===== config.mk =====
export PLATFORM = sky130hd
export DESIGN_NAME = fpga_host_nbf_uart_bridge
export DESIGN_NICKNAME = d
export VERILOG_FILES = /design/src/rtl/fpga_host_nbf_uart_bridge.sv
export SDC_FILE = /design/constraint.sdc
export NUM_CORES = 1
export LEC_CHECK = 0
export CORE_MARGIN = 1.5
export CORE_UTILIZATION = 48
export DETAILED_ROUTE_END_ITERATION = 16
export HOLD_SLACK_MARGIN = 0.12
export PLACE_DENSITY = 0.88
export RECOVER_POWER = 50
export SLEW_MARGIN = 10
export SYNTH_ARGS = -nofsm -noshare
export SYNTH_HDL_FRONTEND = slang
export SYNTH_SLANG_ARGS = --single-unit

===== constraint.sdc =====
create_clock -name clk_i -period 1.8 [get_ports clk_i]
set_input_delay 0.36 -clock clk_i [delete_from_list [all_inputs] [get_ports clk_i]]
set_output_delay 0.36 -clock clk_i [all_outputs]
set_load 0.01 [all_outputs]

===== src/rtl/fpga_host_nbf_uart_bridge.sv =====
`default_nettype none
// +-------------------------------------------------------------------------+
// | fpga_host_nbf_uart_bridge                                               |
// | Byte <-> NBF packet bridge between the UART PHY and the FPGA host.      |
// | Option: FPGA_HOST_NBF_UART_BRIDGE_TIMEOUT_EN enables partial-RX timeout. |
// | Revision: 1.0                                                           |
// +-------------------------------------------------------------------------+
module fpga_host_nbf_uart_bridge #(
   parameter  int nbf_addr_width_p = 40,
   parameter  int nbf_data_width_p = 64,
   parameter  int timeout_cycles_p = 4096,
   localparam int nbf_width_lp     = 8 + nbf_addr_width_p + nbf_data_width_p,
   localparam int nbf_bytes_lp     = nbf_width_lp / 8
) (
   input  logic                    clk_i,
   input  logic                    reset_active_low_i,

   input  logic                    rx_v_i,
   input  logic [7:0]              rx_i,
   input  logic                    rx_error_i,

   output logic [nbf_width_lp-1:0] nbf_o,
   output logic                    nbf_v_o,
   input  logic                    nbf_ready_and_i,

   input  logic [nbf_width_lp-1:0] nbf_i,
   input  logic                    nbf_v_i,
   output logic                    nbf_ready_and_o,

   output logic [7:0]              tx_o,
   output logic                    tx_v_o,
   input  logic                    tx_ready_and_i,

   output logic                    rx_error_o,
   output logic                    rx_overrun_o,
   output logic                    rx_resync_o
);

   localparam int c_cnt_w = $clog2(nbf_bytes_lp + 1);
   localparam logic [c_cnt_w-1:0] c_last_byte = c_cnt_w'(nbf_bytes_lp - 1);

   localparam logic [0:0] ST_IDLE = 1'b0;
   localparam logic [0:0] ST_SEND = 1'b1;

   // ------------------------------------------------------------------ RX
   logic [c_cnt_w-1:0]      r_rx_cnt;
   logic [nbf_width_lp-1:0] r_stage;
   logic [nbf_width_lp-1:0] r_nbf;
   logic                    r_nbf_v;
   logic                    r_rx_error;
   logic                    r_rx_overrun;

   logic                    w_byte_ok;
   logic                    w_pkt_done;
   logic                    w_deq;
   logic                    w_timeout;
   logic [nbf_width_lp-1:0] w_pkt;

   assign w_byte_ok  = rx_v_i & ~rx_error_i;
   assign w_pkt_done = w_byte_ok & (r_rx_cnt == c_last_byte);
   assign w_deq      = r_nbf_v & nbf_ready_and_i;
   // The final byte is the opcode, i.e. the top byte of the packet.
   assign w_pkt      = {rx_i, r_stage[nbf_width_lp-9:0]};

`ifdef FPGA_HOST_NBF_UART_BRIDGE_TIMEOUT_EN
   localparam int c_idle_w = $clog2(timeout_cycles_p + 1);

   logic [c_idle_w-1:0] r_idle;
   logic                r_resync;

   assign w_timeout = (r_rx_cnt != '0) && (r_idle == c_idle_w'(timeout_cycles_p));

   always_ff @(posedge clk_i or negedge reset_active_low_i) begin
      if (!reset_active_low_i) begin
         r_idle   <= '0;
         r_resync <= 1'b0;
      end else begin
         r_resync <= w_timeout & ~rx_error_i & ~rx_v_i;
         if (rx_v_i || rx_error_i || r_rx_cnt == '0 || w_timeout) begin
            r_idle <= '0;
         end else begin
            r_idle <= r_idle + 1'b1;
         end
      end
   end

   assign rx_resync_o = r_resync;
`else
   assign w_timeout   = 1'b0;
   assign rx_resync_o = 1'b0 & (timeout_cycles_p != 0);
`endif

   always_ff @(posedge clk_i or negedge reset_active_low_i) begin
      if (!reset_active_low_i) begin
         r_rx_cnt   <= '0;
         r_stage    <= '0;
         r_rx_error <= 1'b0;
      end else begin
         if (rx_error_i) begin
            r_rx_cnt   <= '0;
            r_rx_error <= 1'b1;
         end else if (rx_v_i) begin
            for (int k = 0; k < nbf_bytes_lp; k++) begin
               if (r_rx_cnt == c_cnt_w'(k)) begin
                  r_stage[8*k +: 8] <= rx_i;
               end
            end
            r_rx_cnt <= (r_rx_cnt == c_last_byte) ? '0 : r_rx_cnt + 1'b1;
         end else if (w_timeout) begin
            r_rx_cnt <= '0;
         end
      end
   end

   // One-entry output buffer; a completion may refill it on the dequeue cycle.
   always_ff @(posedge clk_i or negedge reset_active_low_i) begin
      if (!reset_active_low_i) begin
         r_nbf        <= '0;
         r_nbf_v      <= 1'b0;
         r_rx_overrun <= 1'b0;
      end else begin
         if (w_pkt_done) begin
            if (!r_nbf_v || w_deq) begin
               r_nbf   <= w_pkt;
               r_nbf_v <= 1'b1;
            end else begin
               r_rx_overrun <= 1'b1;
            end
         end else if (w_deq) begin
            r_nbf_v <= 1'b0;
         end
      end
   end

   assign nbf_o        = r_nbf;
   assign nbf_v_o      = r_nbf_v;
   assign rx_error_o   = r_rx_error;
   assign rx_overrun_o = r_rx_overrun;

   // ------------------------------------------------------------------ TX
   logic [0:0]              r_tx_state;
   logic [nbf_width_lp-1:0] r_shift;
   logic [c_cnt_w-1:0]      r_tx_cnt;

   always_ff @(posedge clk_i or negedge reset_active_low_i) begin
      if (!reset_active_low_i) begin
         r_tx_state <= ST_IDLE;
         r_shift    <= '0;
         r_tx_cnt   <= '0;
      end else begin
         case (r_tx_state)
            ST_IDLE: begin
               if (nbf_v_i) begin
                  r_shift    <= nbf_i;
                  r_tx_cnt   <= '0;
                  r_tx_state <= ST_SEND;
               end
            end
            ST_SEND: begin
               if (tx_ready_and_i) begin
                  r_shift <= r_shift >> 8;
                  if (r_tx_cnt == c_last_byte) begin
                     r_tx_cnt   <= '0;
                     r_tx_state <= ST_IDLE;
                  end else begin
                     r_tx_cnt <= r_tx_cnt + 1'b1;
                  end
               end
            end
            default: r_tx_state <= ST_IDLE;
         endcase
      end
   end

   assign nbf_ready_and_o = (r_tx_state == ST_IDLE);
   assign tx_v_o          = (r_tx_state == ST_SEND);
   assign tx_o            = (r_tx_state == ST_SEND) ? r_shift[7:0] : 8'h00;

endmodule
`default_nettype wire


==> results by group, run 1 <==
Logic synthesis
  – Synthesized area per cell: 13.9 um^2
  – Synth area leader: dfrtp_1
  – YS warnings: 0
  – Post-Synth XOR/XNOR Area: 0.0622%
  – Register area share after synthesis: 60.4%
  – Post-Synth Simple-Gate Area: 4.95%
  – Adder-Cell Fraction of Synth Area: 0.178%
  – Syn Std Cell Area: 14100 um^2
  – Yosys reg bits: 340
  – Syn nets: 1145
  – Netlist cell types: 39
  – Largest family of logic cells by synthesized area: multiplexers
  – Synthesized instance count: 1016
  – Synth Area in Compound Gates: 4.77%
  – Mux cell area share after synthesis: 26.9%
  – Synth area leaders: dfrtp_1 60%, mux2_2 8.6%, mux2_4 8.5%
  – Post-synth top area share: 60.4%

Clock network
  – CTS root buf: clkbuf_16
  – CTS Buf Count: 36
  – Clock Path Buffers: 3
  – Clk_lat worst skew: 0.51 ns
  – CTS tree: done
  – H-Tree Depth: 2
  – CTS Sinks: 340
  – Clk slew on worst S/H paths: 0.06 ns

Placed design
  – Placed cells: 1655
  – Hpwl dp: 23800 um
  – PortBufs: 251
  – GP Congestion: 0.844
  – Pre-CTS setup slack: -0.378 ns

Run
  – Number of max-cap violations: 0

STA
  – Rel. slew slack: 37.2%
  – Fmax: 0.548 GHz
  – Final Cycle Share: 101%
  – Setup violators final: 15
  – Worst Skew: 0.0216 ns
  – Fin. Hold Viols: 0
  – Min Tclk post-route: 1.83 ns
  – Worst slew pin tran: 0.942 ns
  – PnR worst setup slack: -0.0257 ns
  – Final Hold Slack: 0.353 ns
  – Final Max Tran Viols: 0
  – RSZ-0062 raised after global routing: yes

GRT
  – Largest net degree at the start of global routing: 76
  – Overflow after GRT: 0
  – Initial antenna violation count: 0
  – First-pass GRT wire length: 55000 um
  – Number of global-route vias before repair: 9888
  – Total GRT Usage: 23.0%

Power and ir drop
  – Max IR drop VDD: 0.966 mV
  – Leakage: 10.5 nW
  – Clk pwr share: 40.0%
  – P_sw: 0.00474 W
  – Cell-internal power: 0.0144 W
  – Seq pwr share: 47.7%
  – Design Power: 0.0192 W
  – PwrDens: 1010 nW/um^2
  – Switching power as a share of total power: 24.7%
  – Part of the power in combinational logic: 12.3%

Critical path
  – CP required: 2.19 ns
  – Worst Setup Start Kind: flip-flop
  – Critical path capture point type: flip-flop
  – Arrival time of the worst setup path: 2.22 ns
  – WS Path Type: flip-flop to flip-flop
  – Crit path max fanout: 12

Cells and area
  – Area Overhead vs Synth: 34.7%
  – Ant diodes: 0
  – Final #Nets: 1449
  – Most frequent cells in the layout: 339 x dfrtp_1, 127 x clkdlybuf4s50_1, 122 x nand2_1
  – Fill cells: 1993
  – Filler-free cell count of the finished design: 1731
  – Area of the multi-input gates: 5240 um^2
  – Register area: 8510 um^2
  – Layout cells sized above 1: 25.8%
  – Most common cell after layout, fill and taps aside: dfrtp_1

Die
  – Row count: 62
  – Height of the chip: 174 um
  – Chip Width: 174 um
  – DIE AREA: 30400 um^2
  – Initial Utilization: 49.0%
  – Core footprint: 28800 um^2
  – I/O pins: 253

Detailed routing
  – Via count: 9185
  – Routed Antenna Nets: 0
  – 1st-iter DRT viols: 453
  – Final wirelength: 35300 um
  – Initial DRT Pass Iterations: 4
  – Via density: 5.31
  – Residual DRC count: 0
  – WL/cell: 20.4 um

Min path
  – Hold Crit Class: primary input to async pin

Outcome
  – Failing checks: negative setup slack
  – Status: complete, but fails checks
[power by group through the flow]
stage / Combinational, W / Clock (W) / Sequential, W
floorplan: 0.00137 / 0 / 0.00905
global placement: 0.00231 / 0 / 0.00921
detailed placement: 0.00243 / 0 / 0.00928
CTS: 0.00240 / 0.00784 / 0.00914
global route: 0.00263 / 0.00815 / 0.00925
finish: 0.00236 / 0.00767 / 0.00915
[sequential cells by signal (all words and copies together) (netlist names)]
register	count
tx_v_o	1
rx_overrun_o	1
r_stage	104
r_shift	112
r_tx_cnt	4
rx_error_o	1
nbf_o	112
r_rx_cnt	4
nbf_v_o	1
[critical path: stages, from the launching register on]
cell and delay, ns:
dfrtp_1 0.41, and4bb_1 0.31, and4b_4 0.32, buf_4 0.17, buf_12 0.15, mux2_1 0.34
[per-stage QoR]
step	util, %	area, um^2	TNS, ns
6_report	65.9	19000	-0.136
3_5_place_dp	61.3	17600	-59.99
4_1_cts	65.3	18800	0
3_3_place_gp	61.3	17600	-57.21
2_1_floorplan	-	14100	-6.01
5_1_grt	65.9	19000	-0.888
[layer usage]
metal	GRT usage (%)	up-vias	routed length (um)
met4	5.89	0	780
met1	29.7	4666	14900
li1	-	4150	-
met2	40.0	303	17600
met5	0	-	0
met3	4.33	66	2000
[cells by family after synthesis]
logic type	Yosys count
AOI/OAI and AO/OA	124
xor gates and xnor gates	1
muxes	321
and+or+nand+nor	156
buffers and inverters	71
DFF	340
other	1
adders and majority gates	2
[path summary, 6_finish.rpt]
kind	slack, ns	endpoint	start	depth (start not counted)
worst max-delay path	-0.03	nbf_o[111]$_DFFE_PN0P_	r_rx_cnt[1]$_DFFE_PN0P_	5
worst min-delay path	0.35	r_shift[46]$_DFFE_PN0P_	reset_active_low_i	2
worst max register to register	-0.03	nbf_o[111]$_DFFE_PN0P_	r_rx_cnt[1]$_DFFE_PN0P_	5
worst min register to register	0.48	r_shift[68]$_DFFE_PN0P_	r_shift[68]$_DFFE_PN0P_	2
max in group asynchronous	0.27	r_shift[43]$_DFFE_PN0P_	reset_active_low_i	3
min in group clk_i	0.47	r_shift[110]$_DFFE_PN0P_	nbf_i[110]	2
[cell usage after synthesis]
cell and n:
buf_4 2, nor4b_2 1, a211o_1 1, o21ai_0 107, buf_1 3, nor2b_1 5, nor3_2 1, and4bb_1 1
mux2_1 29, o22a_1 1, or3_1 1, inv_1 2, nand2_1 122, conb_1 1, a31o_2 1, buf_8 8
ha_1 2, or2_2 1, a21oi_1 3, nor2_1 3, xnor2_1 1, a41o_1 1, buf_6 1, buf_2 16
a22o_1 8, dfrtp_1 340, and4bb_2 1, and4b_1 1, o211ai_1 2, nand3_1 4, mux2_2 107, clkbuf_1 39
mux2_4 80, nand4b_1 3, or3b_2 1, nand2b_1 1, and2_1 8, and3_1 2, mux2i_1 105
[repair_timing]
| action | CTS | global route |
|---|---|---|
| setup buffers | 5 | 3 |
| gates cloned | 0 | 2 |
| resized for setup | 115 | 48 |
| endpoints found under the setup margin | 88 | 104 |
| pin swaps | 0 | 1 |
| hold buffers | 1 | 0 |
| endpoints found under the hold margin | 81 | 0 |
[layout make-up]
cell class              count  area share, %
multi-input cells         605           27.6
repair buffers            335           18.4
clock buffers              47           5.28
inverters                   2         0.0396
clock inverters            18           1.25
well taps                 384           2.53
flip-flops and latches    340           44.9
Power figures use the tool's default switching activity.
==> run 2: changes to the inputs <==
--- a/config.mk
+++ b/config.mk
@@ -11,6 +11,7 @@
 export HOLD_SLACK_MARGIN = 0.12
 export PLACE_DENSITY = 0.88
 export RECOVER_POWER = 50
+export SKIP_CTS_REPAIR_TIMING = 1
 export SLEW_MARGIN = 10
 export SYNTH_ARGS = -nofsm -noshare
 export SYNTH_HDL_FRONTEND = slang
==> results by group, run 2 (synthesized netlist as in run 1, its figures left out) <==
Critical path
  – Critical path capture point type: flip-flop
  – Crit path max-delay cell type: dfrtp_1
  – FF-to-FF path depth: 5 (unchanged)
  – WS Path Type: flip-flop to flip-flop
  – Worst flop-to-flop path startpoint: r_rx_cnt[1]$_DFFE_PN0P_
  – R2r endpoint: nbf_o[45]$_DFFE_PN0P_
  – Worst Setup Start Kind: flip-flop
  – CP required: 2.19 ns (about the same)
  – Max incr delay on CP: 0.38 ns (-0.03 ns)
  – CP cell instances: and4bb_1 > and4b_4 > buf_12 > clkbuf_16 > mux2_4
  – Arrival time of the worst setup path: 2.25 ns (+0.03 ns)
  – Top Family by Delay on Critical Path: simple AND/OR/NAND/NOR gates
  – R2r setup slk: -0.06 ns (-0.04 ns)
  – CP bufs+invs: 2 (unchanged)
  – Crit path max fanout: 8 (-4)

Detailed routing
  – 1st-iter DRT viols: 479 (+5.7%)
  – Top Layer Used: met5
  – Via density: 5.35 (+0.91%)
  – Via count: 9317 (+1.4%)
  – Wl on met1: 15200 um (+2.4%)
  – DR WL met2: 19000 um (+7.8%)
  – WL/cell: 21.4 um (+4.9%)
  – Routed Antenna Nets: 0 (unchanged)
  – Initial DRT Pass Iterations: 5 (+1)
  – Met3 wire len: 2130 um (+6.4%)
  – Final wirelength: 37200 um (+5.4%)
  – Residual DRC count: 0 (unchanged)

STA
  – Fin. Hold Viols: 0 (unchanged)
  – Worst slew pin tran: 0.945 ns (+0.00312 ns)
  – Min Tclk post-route: 1.86 ns (+0.0380 ns)
  – Worst Skew: 0.0239 ns (+0.00226 ns)
  – Setup violators final: 123 (+108)
  – PnR worst setup slack: -0.0637 ns (-0.0380 ns)
  – Final Max Tran Viols: 0 (unchanged)
  – Final Hold Slack: 0.348 ns (-0.00459 ns)
  – Final Cycle Share: 104% (+2.1 points)
  – RSZ-0062 raised after global routing: yes
  – Sum Neg Setup Slack: -3.91 ns (-3.77 ns)
  – Rel. slew slack: 37.0% (-0.21 points)
  – Fmax: 0.537 GHz (-2.0%)

Die
  – I/O pins: 253 (unchanged)
  – Row count: 62 (unchanged)
  – Chip Width: 174 um (unchanged)
  – DIE AREA: 30400 um^2 (unchanged)
  – Core footprint: 28800 um^2 (unchanged)
  – Height of the chip: 174 um (unchanged)
  – Initial Utilization: 49.0% (unchanged)

Clock network
  – Clk slew on worst S/H paths: 0.06 ns (about the same)
  – Clock Path Buffers: 3 (unchanged)
  – H-Tree Depth: 2 (unchanged)
  – Clk_lat worst skew: 0.52 ns (about the same)
  – CTS tree: done
  – CTS root buf: clkbuf_16
  – CTS Sinks: 340 (unchanged)
  – CTS Buf Count: 36 (unchanged)

Cells and area
  – Most common cell after layout, fill and taps aside: dfrtp_1
  – Layout cells sized above 1: 27.0% (+1.2 points)
  – Most frequent cells in the layout: 339 x dfrtp_1, 127 x clkdlybuf4s50_1, 122 x nand2_1, 122 x dlymetal6s2s_1
  – Area of the multi-input gates: 5320 um^2 (+1.4%)
  – Final #Nets: 1458 (+0.62%)
  – Register area: 8510 um^2 (unchanged)
  – Area Overhead vs Synth: 39.0%
  – Fill cells: 1864 (-6.5%)
  – Ant diodes: 0 (unchanged)

GRT
  – Largest net degree at the start of global routing: 76 (unchanged)
  – Number of global-route vias before repair: 9873 (-0.15%)
  – First-pass GRT wire length: 54900 um (-0.14%)
  – Initial antenna violation count: 1 (+1)
  – Total GRT Usage: 23.0% (-0.048 points)
  – Overflow after GRT: 0 (unchanged)

Placed design
  – PortBufs: 251 (unchanged)
  – GP Congestion: 0.844 (unchanged)
  – Hpwl dp: 23800 um (unchanged)

Run
  – Number of max-cap violations: 0 (unchanged)

Min path
  – Hold Crit Class: primary input to async pin

Outcome
  – Failing checks: negative setup slack
  – Status: complete, but fails checks

Power and ir drop
  – Max IR drop VDD: 0.974 mV (+0.79%)
  – PwrDens: 985 nW/um^2 (-2.5%)
  – Leakage: 11.7 nW (+12%)
## run 2: how the worst max path moves through the flow
stage                     cells past startpoint               startpoint                endpoint
after detailed placement                      6               rx_error_i   nbf_o[29]$_DFFE_PN0P_
after global routing                          5  r_rx_cnt[1]$_DFFE_PN0P_  nbf_o[107]$_DFFE_PN0P_
after floorplan                               8               rx_error_i  nbf_o[100]$_DFFE_PN0P_
final                                         5  r_rx_cnt[1]$_DFFE_PN0P_   nbf_o[45]$_DFFE_PN0P_
after global placement                        6                   rx_v_i   nbf_o[16]$_DFFE_PN0P_
after CTS                                     2         tx_v_o$_DFF_PN0_                 tx_o[3]
## run 2: cell type report
class / count / area share (%)
Multi-Input combinational cell: 605 / 27.2
Clock buffer: 47 / 5.12
Inverter: 2 / 0.0383
Sequential cell: 340 / 43.5
Tap cell: 384 / 2.45
Timing Repair Buffer: 344 / 20.6
Clock inverter: 18 / 1.21
## run 2: power breakdown
part / leakage (nW) / internal, W / switching (W)
clock network: 0.614 / 0.00467 / 0.00303
logic: 6.44 / 0.00125 / 0.00117
registers: 4.66 / 0.00858 / 0.000598
total: 11.7 / 0.0145 / 0.00480
## run 2: per-layer routing
| layer | track usage (%) | vias up |
|---|---|---|
| li1 | - | 4176 |
| met1 | 29.8 | 4749 |
| met2 | 39.8 | 325 |
| met3 | 4.33 | 65 |
| met4 | 5.71 | 2 |
| met5 | 0 | - |
## run 2: through the flow
stage | instance area, um^2 | power (W) | setup WS [ns] | utilization (%) | cells
floorplan | 14100 | 0.0104 | -0.0741 | - | 1016
global placement | 17600 | 0.0115 | -0.356 | 61.3 | 1655
detailed placement | 17600 | 0.0117 | -0.378 | 61.3 | 1655
CTS | 18900 | 0.0194 | -0.385 | 65.6 | 1720
global route | 19600 | 0.0201 | -0.0712 | 68.0 | 1740
finish | 19600 | 0.0193 | -0.0637 | 68.0 | 1740
==> run 3: changes to the inputs <==
--- a/config.mk
+++ b/config.mk
@@ -5,7 +5,6 @@
 export SDC_FILE = /design/constraint.sdc
 export NUM_CORES = 1
 export LEC_CHECK = 0
-export CORE_MARGIN = 1.5
 export CORE_UTILIZATION = 48
 export DETAILED_ROUTE_END_ITERATION = 16
 export HOLD_SLACK_MARGIN = 0.12
==> results by group, run 3 (synthesized netlist as in run 1, its figures left out) <==
Critical path
  – Max incr delay on CP: 0.54 ns (+0.16 ns)
  – R2r endpoint: nbf_o[29]$_DFFE_PN0P_
  – WS Path Type: flip-flop to output port
  – Worst Setup Start Kind: flip-flop
  – Critical path capture point type: output port
  – Crit path max fanout: 2 (-6)
  – CP cell instances: clkdlybuf4s50_1
  – Top Family by Delay on Critical Path: buffers and inverters
  – FF-to-FF path depth: 5 (unchanged)
  – Crit path max-delay cell type: clkdlybuf4s50_1
  – R2r setup slk: 0.05 ns (+0.11 ns)
  – Worst flop-to-flop path startpoint: r_rx_cnt[1]$_DFFE_PN0P_
  – CP required: 1.44 ns (-0.75 ns)
  – CP bufs+invs: 1 (-1)
  – Arrival time of the worst setup path: 1.41 ns (-0.84 ns)

STA
  – Rel. slew slack: 36.9% (-0.11 points)
  – Worst slew pin tran: 0.947 ns (+0.00171 ns)
  – Fin. Hold Viols: 0 (unchanged)
  – Final Hold Slack: 0.313 ns (-0.0350 ns)
  – Final Max Tran Viols: 0 (unchanged)
  – Fmax: 0.565 GHz (+5.3%)
  – Setup violators final: 0 (-100%)
  – Worst Skew: 0.0232 ns (-0.000649 ns)
  – Min Tclk post-route: 1.77 ns (-0.0930 ns)
  – Final Cycle Share: 98.4% (-5.2 points)

Die
  – I/O pins: 253 (unchanged)
  – Chip Width: 173 um (-0.57%)
  – DIE AREA: 30000 um^2 (-1.1%)
  – Row count: 62 (unchanged)
  – Height of the chip: 173 um (-0.57%)
  – Initial Utilization: 49.0% (unchanged)
  – Core footprint: 28800 um^2 (unchanged)

Cells and area
  – Final #Nets: 1450 (-0.55%)
  – Most common cell after layout, fill and taps aside: dfrtp_1
  – Layout cells sized above 1: 24.3% (-2.7 points)
  – Area Overhead vs Synth: 34.4%
  – Most frequent cells in the layout: 339 x dfrtp_1, 135 x clkdlybuf4s50_1, 122 x nand2_1
  – Ant diodes: 0 (unchanged)

Clock network
  – CTS tree: done
  – CTS Buf Count: 37 (+2.8%)
  – CTS Sinks: 340 (unchanged)
  – H-Tree Depth: 2 (unchanged)
  – CTS root buf: clkbuf_16
  – Clk_lat worst skew: 0.51 ns (about the same)
  – Clock Path Buffers: 3 (unchanged)
  – Clk slew on worst S/H paths: 0.06 ns (about the same)

Outcome
  – Status: complete, no violations

Placed design
  – Hpwl dp: 23700 um (-0.42%)
  – PortBufs: 251 (unchanged)
  – GP Congestion: 0.870 (+3.1%)

Detailed routing
  – Initial DRT Pass Iterations: 5 (unchanged)
  – Residual DRC count: 0 (unchanged)
  – Via count: 9183 (-1.4%)
  – 1st-iter DRT viols: 567 (+18%)
  – WL/cell: 20.6 um (-3.3%)
  – Routed Antenna Nets: 0 (unchanged)
  – Via density: 5.31 (-0.75%)
  – Final wirelength: 35700 um (-4.0%)

GRT
  – Overflow after GRT: 0 (unchanged)
  – Initial antenna violation count: 1 (unchanged)
  – Total GRT Usage: 23.5% (+0.54 points)
  – Number of global-route vias before repair: 9846 (-0.27%)
  – First-pass GRT wire length: 55100 um (+0.49%)
  – Largest net degree at the start of global routing: 82 (+7.9%)

Power and ir drop
  – Part of the power in combinational logic: 12.9% (+0.3 points)
  – Design Power: 0.0186 W (-3.4%)
  – Seq pwr share: 49.2% (+1.7 points)
  – Leakage: 10.5 nW (-10%)
  – Switching power as a share of total power: 25.2% (+0.32 points)
  – Cell-internal power: 0.0140 W (-3.8%)
  – Clk pwr share: 37.9% (-2.0 points)
  – PwrDens: 985 nW/um^2 (about the same)
  – Max IR drop VDD: 0.508 mV (-48%)
  – P_sw: 0.00469 W (-2.1%)

Min path
  – Hold Crit Class: primary input to async pin

Run
  – Number of max-cap violations: 0 (unchanged)
-- run 3: stage by stage --
stage / instance area (um^2) / instances / setup TNS [ns] / utilization [%] / worst slack [ns]
3_3_place_gp: 17700 / 1662 / -53.29 / 61.5 / -0.319
2_1_floorplan: 14100 / 1016 / -6.01 / - / -0.0741
5_1_grt: 18900 / 1728 / -0.00917 / 65.8 / -0.00917
4_1_cts: 18800 / 1724 / -5.76 / 65.3 / -0.425
6_report: 18900 / 1728 / 0 / 65.8 / 0.0293
3_5_place_dp: 17700 / 1662 / -59.10 / 61.5 / -0.375
-- run 3: worst max-delay path by stage --
stage / slack (ns) / from / cells past startpoint / to
2_1_floorplan: -0.07 / rx_error_i / 8 / nbf_o[100]$_DFFE_PN0P_
3_5_place_dp: -0.38 / rx_v_i / 6 / nbf_o[62]$_DFFE_PN0P_
6_report: 0.03 / nbf_o[33]$_DFFE_PN0P_ / 1 / nbf_o[33]
3_3_place_gp: -0.32 / rx_error_i / 6 / nbf_o[26]$_DFFE_PN0P_
5_1_grt: -0.009 / nbf_o[87]$_DFFE_PN0P_ / 1 / nbf_o[87]
4_1_cts: -0.42 / tx_v_o$_DFF_PN0_ / 2 / tx_o[0]
-- run 3: metal layers --
| layer | wire length, um | GRT usage [%] |
|---|---|---|
| met4 | 710 | 7.08 |
| met5 | 9 | 0 |
| met3 | 1900 | 4.45 |
| met1 | 15200 | 30.4 |
| met2 | 17900 | 40.2 |
-- run 3: area by class of cell --
type	count	area, um^2
repair buffers	335	3610
clock buffers	58	1080
inverters	2	7.51
fillers	1940	9850
multi-input cells	605	5210
flip-flops and latches	340	8510
clock inverters	4	30.0
well taps	384	480
-- run 3: power groups by stage --
stage,combinational [W],clock [W],sequential (W)
2_1_floorplan,0.00137,0,0.00905
3_3_place_gp,0.00232,0,0.00922
3_5_place_dp,0.00243,0,0.00928
4_1_cts,0.00246,0.00719,0.00916
5_1_grt,0.00270,0.00754,0.00926
6_report,0.00241,0.00707,0.00917
